[src/rtl/sample_interpolator.sv]
// Linear-interpolating upsampler: each accepted sample yields 2^RATIO_LOG2 outputs
// ramping from the previous sample toward the new one, with valid/ready on both sides.
module sample_interpolator #(
  parameter int DATA_WIDTH = 12,
  parameter int RATIO_LOG2 = 2
) (
  input  logic                  clk,
  input  logic                  rst,
  input  logic [DATA_WIDTH-1:0] in_data,
  input  logic                  in_valid,
  output logic                  in_ready,
  output logic [DATA_WIDTH-1:0] out_data,
  output logic                  out_valid,
  input  logic                  out_ready
);

  localparam int ACC_WIDTH = DATA_WIDTH + RATIO_LOG2 + 1;
  localparam logic [RATIO_LOG2-1:0] K_LAST = {RATIO_LOG2{1'b1}};
  localparam logic [RATIO_LOG2-1:0] K_ONE  = RATIO_LOG2'(1'b1);

  typedef enum logic [0:0] {
    IDLE = 1'b0,
    EMIT = 1'b1
  } state_t;

  state_t                state_r;
  state_t                state_s;
  logic [DATA_WIDTH-1:0] curr_r;
  logic [DATA_WIDTH:0]   delta_r;
  logic [ACC_WIDTH-1:0]  acc_r;
  logic [RATIO_LOG2-1:0] k_r;

  logic last_step_s;
  logic accept_s;
  logic xfer_s;
  logic in_ready_s;
  logic out_valid_s;

  assign last_step_s = (k_r == K_LAST);
  assign accept_s    = in_valid && in_ready_s;
  assign xfer_s      = out_valid_s && out_ready;

  // State register.
  always_ff @(posedge clk or posedge rst) begin
    if (rst) begin
      state_r <= IDLE;
    end else begin
      state_r <= state_s;
    end
  end

  // Next-state logic: a new accept always (re)starts a burst.
  always_comb begin
    state_s = state_r;
    case (state_r)
      IDLE: begin
        if (accept_s) begin
          state_s = EMIT;
        end else begin
          state_s = IDLE;
        end
      end
      EMIT: begin
        if (accept_s) begin
          state_s = EMIT;
        end else if (xfer_s && last_step_s) begin
          state_s = IDLE;
        end else begin
          state_s = EMIT;
        end
      end
      default: begin
        state_s = IDLE;
      end
    endcase
  end

  // Output decode; in_ready deliberately looks through out_ready on the last step.
  always_comb begin
    out_valid_s = 1'b0;
    in_ready_s  = 1'b0;
    case (state_r)
      IDLE: begin
        out_valid_s = 1'b0;
        in_ready_s  = 1'b1;
      end
      EMIT: begin
        out_valid_s = 1'b1;
        in_ready_s  = last_step_s && out_ready;
      end
      default: begin
        out_valid_s = 1'b0;
        in_ready_s  = 1'b0;
      end
    endcase
  end

  // Ramp datapath: accept reloads the ramp and takes priority over a same-cycle step.
  always_ff @(posedge clk or posedge rst) begin
    if (rst) begin
      curr_r  <= '0;
      delta_r <= '0;
      acc_r   <= '0;
      k_r     <= '0;
    end else if (accept_s) begin
      acc_r   <= {curr_r[DATA_WIDTH-1], curr_r, {RATIO_LOG2{1'b0}}};
      delta_r <= {in_data[DATA_WIDTH-1], in_data} - {curr_r[DATA_WIDTH-1], curr_r};
      curr_r  <= in_data;
      k_r     <= '0;
    end else if (xfer_s) begin
      acc_r   <= acc_r + {{RATIO_LOG2{delta_r[DATA_WIDTH]}}, delta_r};
      k_r     <= k_r + K_ONE;
    end else begin
      acc_r   <= acc_r;
      k_r     <= k_r;
    end
  end

  // Dropping the low RATIO_LOG2 bits is the arithmetic floor divide by R.
  assign out_data  = acc_r[RATIO_LOG2 +: DATA_WIDTH];
  assign out_valid = out_valid_s;
  assign in_ready  = in_ready_s;

endmodule
[config.mk]
export PLATFORM = sky130hd
export DESIGN_NAME = sample_interpolator
export DESIGN_NICKNAME = d
export VERILOG_FILES = /design/src/rtl/sample_interpolator.sv
export SDC_FILE = /design/constraint.sdc
export NUM_CORES = 1
export LEC_CHECK = 0
export ABC_AREA = 1
export ABC_CLOCK_PERIOD_IN_PS = 3350
export CORE_MARGIN = 2
export CORE_UTILIZATION = 65
export CTS_BUF_LIST = sky130_fd_sc_hd__clkbuf_4 sky130_fd_sc_hd__clkbuf_8
export DETAILED_ROUTE_END_ITERATION = 6
export PLACE_DENSITY = 0.86
export SKIP_LAST_GASP = 1
export SLEW_MARGIN = 20
export SYNTH_ARGS = -nofsm -noshare
export SYNTH_HDL_FRONTEND = slang
export SYNTH_SLANG_ARGS = --single-unit
export TNS_END_PERCENT = 1
[constraint.sdc]
create_clock -name clk -period 3.35 [get_ports clk]
set_clock_uncertainty 0.15 [all_clocks]
set_input_delay 0.67 -clock clk [delete_from_list [all_inputs] [get_ports clk]]
set_output_delay 0.67 -clock clk [all_outputs]
set_load 0.02 [all_outputs]
==> qor.csv, run 1 <==
metric;value;unit
gp_congestion;0.914;
yosys_warnings;0;
power_per_cell_area;1030;mW/mm^2
n_fill_cell;415;
syn_avg_cell_area;6.82;sq um
slew_headroom;0.647;
cts_max_path_buffers;2;
drt-initial-drc-count;193;
syn_inst;481;
required;2530;ps
cap_viol_max_count;0;
vias_per_cell;5.25;
p_leak;0.00197;uW
syn-num-nets;525;
die_x;75.0;microns
clock-sinks;42;
reg2reg_depth;8;
final_util;0.752;
initial_core_util;0.685;
place_hpwl;5.81;mm
cts_tree;built;
postCtsSetupBuffers;0;
rr_endpoint;acc_r[7]$_DFFE_PP0P_;
worstSetupEndpoint;in_ready;
die_y;75.0;microns
clock_latency;290;ps
first_global_vias;2808;
io_buffers;29;
cts_root_buf;clkbuf_8;
r2r_start;k_r[0]$_DFFE_PP0P_;
power.switching;1850;uW
setup_viol;0;
fin_crit;2770;ps
worst-endpoint-arrival;1950;ps
ir_drop;0.000516;V
drc_errors;0;
power.share.combinational;0.658;
num_rows;25;
hold_viol_final;0;
final_common_cell;nand2_1;
switching_share;0.498;
grt_usage;0.292;
synth.distinct_cells;33;
status;complete, no violations;
via_count;2965;
final_cell_count_no_fill;565;
clkTransAtPathRegs;70;ps
p_seq_frac;0.254;
post_drt_wl_per_cell;13.0;microns
ioPinCount;30;
holdCritPathClass;reg -> reg;
clockPowerShare;0.088;
cts_buffers;5;
post_cts_resized;0;
finalSetupTns;0;ps
cp-start-kind;input pin;
ys_ff_latch;42;
antenna_found_initial;0;
placed_area;0.00352;sq mm
design_area;0.00360;sq mm
syn_to_final_growth;9.81;%
placed_cells_incl_taps;558;
power;3720;uW
h-tree-depth;2;
maxSlewViolCount;0;
num_antenna_cells;0;
final_net_count;542;
fin_crit_sh;0.828;
overflow;0;
fmax;361;MHz
tightest_slew;530;ps
core;0.00479;sq mm
final_cell_mix;174 x nand2_1, 73 x inv_1, 42 x dfrtp_1;
rsz0062_at_grt;false;
hold_buffers;0;
crit_type;in -> out;
grt_max_degree;43;
end_kind;output pin;
grt_pass1_wl;12.5;mm
intPower;1870;uW
antenna_left;0;
dieArea;0.00563;sq mm
drive_above_1_share;0.0522;
cp_max_fo;3;
syn_area;0.00328;sq mm
r2r_slack;1100;ps
crit_start;out_ready;
route.final.wire_length;7.36;mm
yosysSeqAreaShare;0.320;
dr.pass1.iters;4;
==> state kept, by name (all words and copies together) (netlist names) <==
| name | flops |
|---|---|
| acc_r | 14 |
| k_r | 2 |
| curr_r | 12 |
| delta_r | 13 |
| state_r | 1 |
==> critical path: stages <==
cell and delay [ps]:
clkdlybuf4s50_1 470, nand2_1 70, nand2_2 110, clkdlybuf4s50_1 630
==> logic make-up after synthesis <==
logic type | after synthesis | synth area share
buffers and inverters | 99 | 0.135
XOR/XNOR | 7 | 0.0187
AND/OR/NAND/NOR | 258 | 0.329
flip-flops | 42 | 0.320
AO/OA/AOI/OAI | 47 | 0.0858
adder cells (fa/ha/maj) | 28 | 0.111
==> Yosys cell counts, drive strengths merged <==
master | instances | area share
dfrtp | 42 | 0.32
ha | 26 | 0.099
a31oi | 1 | 0.0019
nand3b | 1 | 0.0023
inv | 79 | 0.091
o221ai | 2 | 0.0053
o21ai | 29 | 0.047
nand2 | 177 | 0.21
nand4 | 8 | 0.015
nand3 | 40 | 0.064
fa | 2 | 0.012
buf | 19 | 0.043
o21bai | 3 | 0.0069
or2 | 2 | 0.0038
a22o | 1 | 0.0027
a22oi | 2 | 0.0076
nor2 | 30 | 0.037
xnor2 | 6 | 0.016
a21oi | 9 | 0.015
xor2 | 1 | 0.0027
clkbuf | 1 | 0.0011
==> power by group through the flow <==
stage | clock (uW) | combinational [uW] | sequential [uW]
2_1_floorplan | 0 | 1960 | 884
3_3_place_gp | 0 | 2320 | 938
3_5_place_dp | 0 | 2420 | 949
4_1_cts | 330 | 2430 | 941
5_1_grt | 349 | 2780 | 973
6_report | 328 | 2440 | 946
==> layer usage <==
layer,share of wire,track usage
met1,0.47,0.417
met2,0.48,0.469
met3,0.044,0.0402
met4,0.015,0.0833
met5,0,0
==> per-stage QoR <==
| stage | hold slack, ps | setup WS [ps] |
|---|---|---|
| 2_1_floorplan | 303 | 1210 |
| 3_3_place_gp | 326 | 626 |
| 3_5_place_dp | 331 | 535 |
| 4_1_cts | 348 | 575 |
| 5_1_grt | 364 | 520 |
| 6_report | 348 | 577 |
==> how the worst min path moves through the flow <==
stage	startpoint	to	slack [ps]	depth (start not counted)
2_1_floorplan	k_r[0]$_DFFE_PP0P_	k_r[0]$_DFFE_PP0P_	300	1
3_3_place_gp	delta_r[10]$_DFFE_PP0P_	delta_r[10]$_DFFE_PP0P_	330	2
3_5_place_dp	k_r[0]$_DFFE_PP0P_	k_r[0]$_DFFE_PP0P_	330	1
4_1_cts	k_r[0]$_DFFE_PP0P_	k_r[0]$_DFFE_PP0P_	350	1
5_1_grt	k_r[0]$_DFFE_PP0P_	k_r[0]$_DFFE_PP0P_	360	1
6_report	k_r[0]$_DFFE_PP0P_	k_r[0]$_DFFE_PP0P_	350	1
==> final cells by class <==
cell class                      instances  area [sq um]  area share
Multi-Input combinational cell        340          1790       0.496
Timing Repair Buffer                   30           298      0.0827
Tap cell                               67          83.8      0.0233
Sequential cell                        42          1050       0.292
Inverter                               79           299      0.0830
Clock buffer                            7          83.8      0.0233
(Power assumes the default switching activity.)
==> inputs of run 2 (changes only) <==
--- a/config.mk
+++ b/config.mk
@@ -6,12 +6,12 @@
 export NUM_CORES = 1
 export LEC_CHECK = 0
 export ABC_AREA = 1
-export ABC_CLOCK_PERIOD_IN_PS = 3350
+export ABC_CLOCK_PERIOD_IN_PS = 2370
 export CORE_MARGIN = 2
-export CORE_UTILIZATION = 65
+export CORE_UTILIZATION = 54
 export CTS_BUF_LIST = sky130_fd_sc_hd__clkbuf_4 sky130_fd_sc_hd__clkbuf_8
 export DETAILED_ROUTE_END_ITERATION = 6
-export PLACE_DENSITY = 0.86
+export PLACE_DENSITY = 0.76
 export SKIP_LAST_GASP = 1
 export SLEW_MARGIN = 20
 export SYNTH_ARGS = -nofsm -noshare
==> constraint.sdc (replaced) <==
create_clock -name clk -period 2.37 [get_ports clk]
set_clock_uncertainty 0.15 [all_clocks]
set_input_delay 0.474 -clock clk [delete_from_list [all_inputs] [get_ports clk]]
set_output_delay 0.474 -clock clk [all_outputs]
set_load 0.02 [all_outputs]
==> run 2 against run 1 <==
Clock power up 50%. Final cell count up 3.0%. Register-to-register slack worse by 700 ps. Sequential power up 40%. Non-clock buffer count up 8. Global-route usage down 6.3 points. Critical endpoint unchanged. Hold slack better by 11 ps.
==> qor.csv, run 2 (synthesis results as in run 1) <==
metric;value;unit;change
grt_pass1_wl;11.9;mm;was 12.5 mm
cts_buffers;5;;unchanged
top_regs;acc_r x14, delta_r x13, curr_r x12;;unchanged
critical-path-top-delay-family;buffers and inverters;;unchanged
cp-start-kind;input pin;;unchanged
status;complete, no violations;;unchanged
hold_viol_final;0;;unchanged
ioPinCount;30;;unchanged
ir_drop;0.000723;V;was 0.000516 V
overflow;0;;unchanged
path_common_cell;clkdlybuf4s50_1;;unchanged
crit_buf_inv;2;;unchanged
setup_viol;0;;unchanged
crit_type;in -> out;;unchanged
clock-sinks;42;;unchanged
route.final.wire_length;7.12;mm;was 7.36 mm
initial_core_util;0.557;;was 0.685
drive_above_1_share;0.0710;;was 0.0522
slowest_delay;590;ps;was 630 ps
dieArea;0.00671;sq mm;was 0.00563 sq mm
fin_crit_sh;0.966;;
holdCritPathClass;reg -> reg;;unchanged
gp_congestion;0.945;;was 0.914
core;0.00589;sq mm;was 0.00479 sq mm
largest_register_ffs;14;;unchanged
fin_crit;2290;ps;
final_cell_mix;174 x nand2_1, 73 x inv_1, 42 x dfrtp_1;;unchanged
io_buffers;29;;unchanged
postCtsSetupBuffers;0;;unchanged
post_drt_wl_per_cell;12.2;microns;was 13.0 microns
place_ws;-139;ps;was 535 ps
placed_area;0.00360;sq mm;was 0.00352 sq mm
cp_slowest_cell;clkdlybuf4s50_1;;unchanged
vias_per_cell;5.17;;was 5.25
clkTransAtPathRegs;80;ps;was 70 ps
die_x;81.9;microns;was 75.0 microns
dr.pass1.iters;4;;unchanged
first_global_vias;2753;;was 2808
cap_viol_max_count;0;;unchanged
p_leak;0.00203;uW;was 0.00197 uW
die_y;81.9;microns;was 75.0 microns
clock_latency;290;ps;about the same
cts_root_buf;clkbuf_8;;unchanged
timing.final.ws_setup;80.3;ps;was 577 ps
place_hpwl;5.57;mm;was 5.81 mm
rsz0062_at_grt;false;;unchanged
required;1750;ps;was 2530 ps
grt_usage;0.229;;was 0.292
via_count;3007;;was 2965
cp_max_fo;2;;was 3
tightest_slew;349;ps;was 530 ps
drt-initial-drc-count;170;;was 193
num_rows;28;;was 25
drc_errors;0;;unchanged
regMostFlops;acc_r;;unchanged
regArea;0.00105;sq mm;unchanged
grt_max_degree;43;;unchanged
cts_tree;built;;unchanged
syn_to_final_growth;12.8;%;was 9.81%
design_area;0.00370;sq mm;was 0.00360 sq mm
final_common_cell;nand2_1;;unchanged
power_per_cell_area;1440;mW/mm^2;was 1030 mW/mm^2
n_fill_cell;564;;was 415
num_antenna_cells;0;;unchanged
fmax;437;MHz;
multi_input_comb_area;0.00179;sq mm;about the same
h-tree-depth;2;;unchanged
final_net_count;550;;was 542
path_cells;clkdlybuf4s50_1 > nand2_1 > nand2_2 > clkdlybuf4s50_1;;unchanged
antenna_found_initial;0;;unchanged
slew_headroom;0.767;;was 0.647
worst-endpoint-arrival;1670;ps;was 1950 ps
maxSlewViolCount;0;;unchanged
end_kind;output pin;;unchanged
antenna_left;0;;unchanged
cts_max_path_buffers;2;;unchanged
==> run 2: routing by layer <==
layer,wire length (microns),GRT usage
met5,0,0
met3,183,0.0231
met4,156,0.0817
met2,3290,0.376
met1,3500,0.315
==> run 2: metrics by stage <==
step / hold slack, ps / setup TNS, ps / std cells / util / power, uW
after global routing: 373 / 0 / 582 / 0.629 / 5870
final: 358 / 0 / 582 / 0.629 / 5310
after CTS: 363 / 0 / 582 / 0.628 / 5300
after detailed placement: 346 / -414 / 574 / 0.612 / 4780
after global placement: 325 / -299 / 574 / 0.612 / 4680
after floorplan: 303 / 0 / 481 / - / 4010
==> run 2: path summary, 6_finish.rpt <==
kind,startpoint,endpoint,slack [ps],cells after the start
max,out_ready,in_ready,80,4
min,k_r[0]$_DFFE_PP0P_,k_r[0]$_DFFE_PP0P_,360,1
max reg2reg,delta_r[0]$_DFFE_PP0P_,acc_r[6]$_DFFE_PP0P_,400,8
min reg2reg,k_r[0]$_DFFE_PP0P_,k_r[0]$_DFFE_PP0P_,360,1
max in group asynchronous,rst,acc_r[2]$_DFFE_PP0P_,1480,3
min in group asynchronous,rst,curr_r[7]$_DFFE_PP0P_,390,3
==> run 2: repair_timing <==
item,4_1_cts,5_1_grt
hold buffers,0,0
gates resized for setup,0,1
setup endpoints to repair,0,1
hold endpoints to repair,0,0
==> run 2: report_power, final <==
group	total (uW)	internal, uW	switching [uW]
clock	493	247	246
combinational	3490	1390	2100
sequential	1320	1070	259
total	5310	2710	2610
==> run 2: layout make-up <==
type / instances / area share
tap: 75 / 0.0254
inverter: 79 / 0.0808
clock inverter: 1 / 0.00135
multi-input combinational: 340 / 0.484
clock buffer: 7 / 0.0243
sequential: 42 / 0.284
timing repair buffer: 38 / 0.100
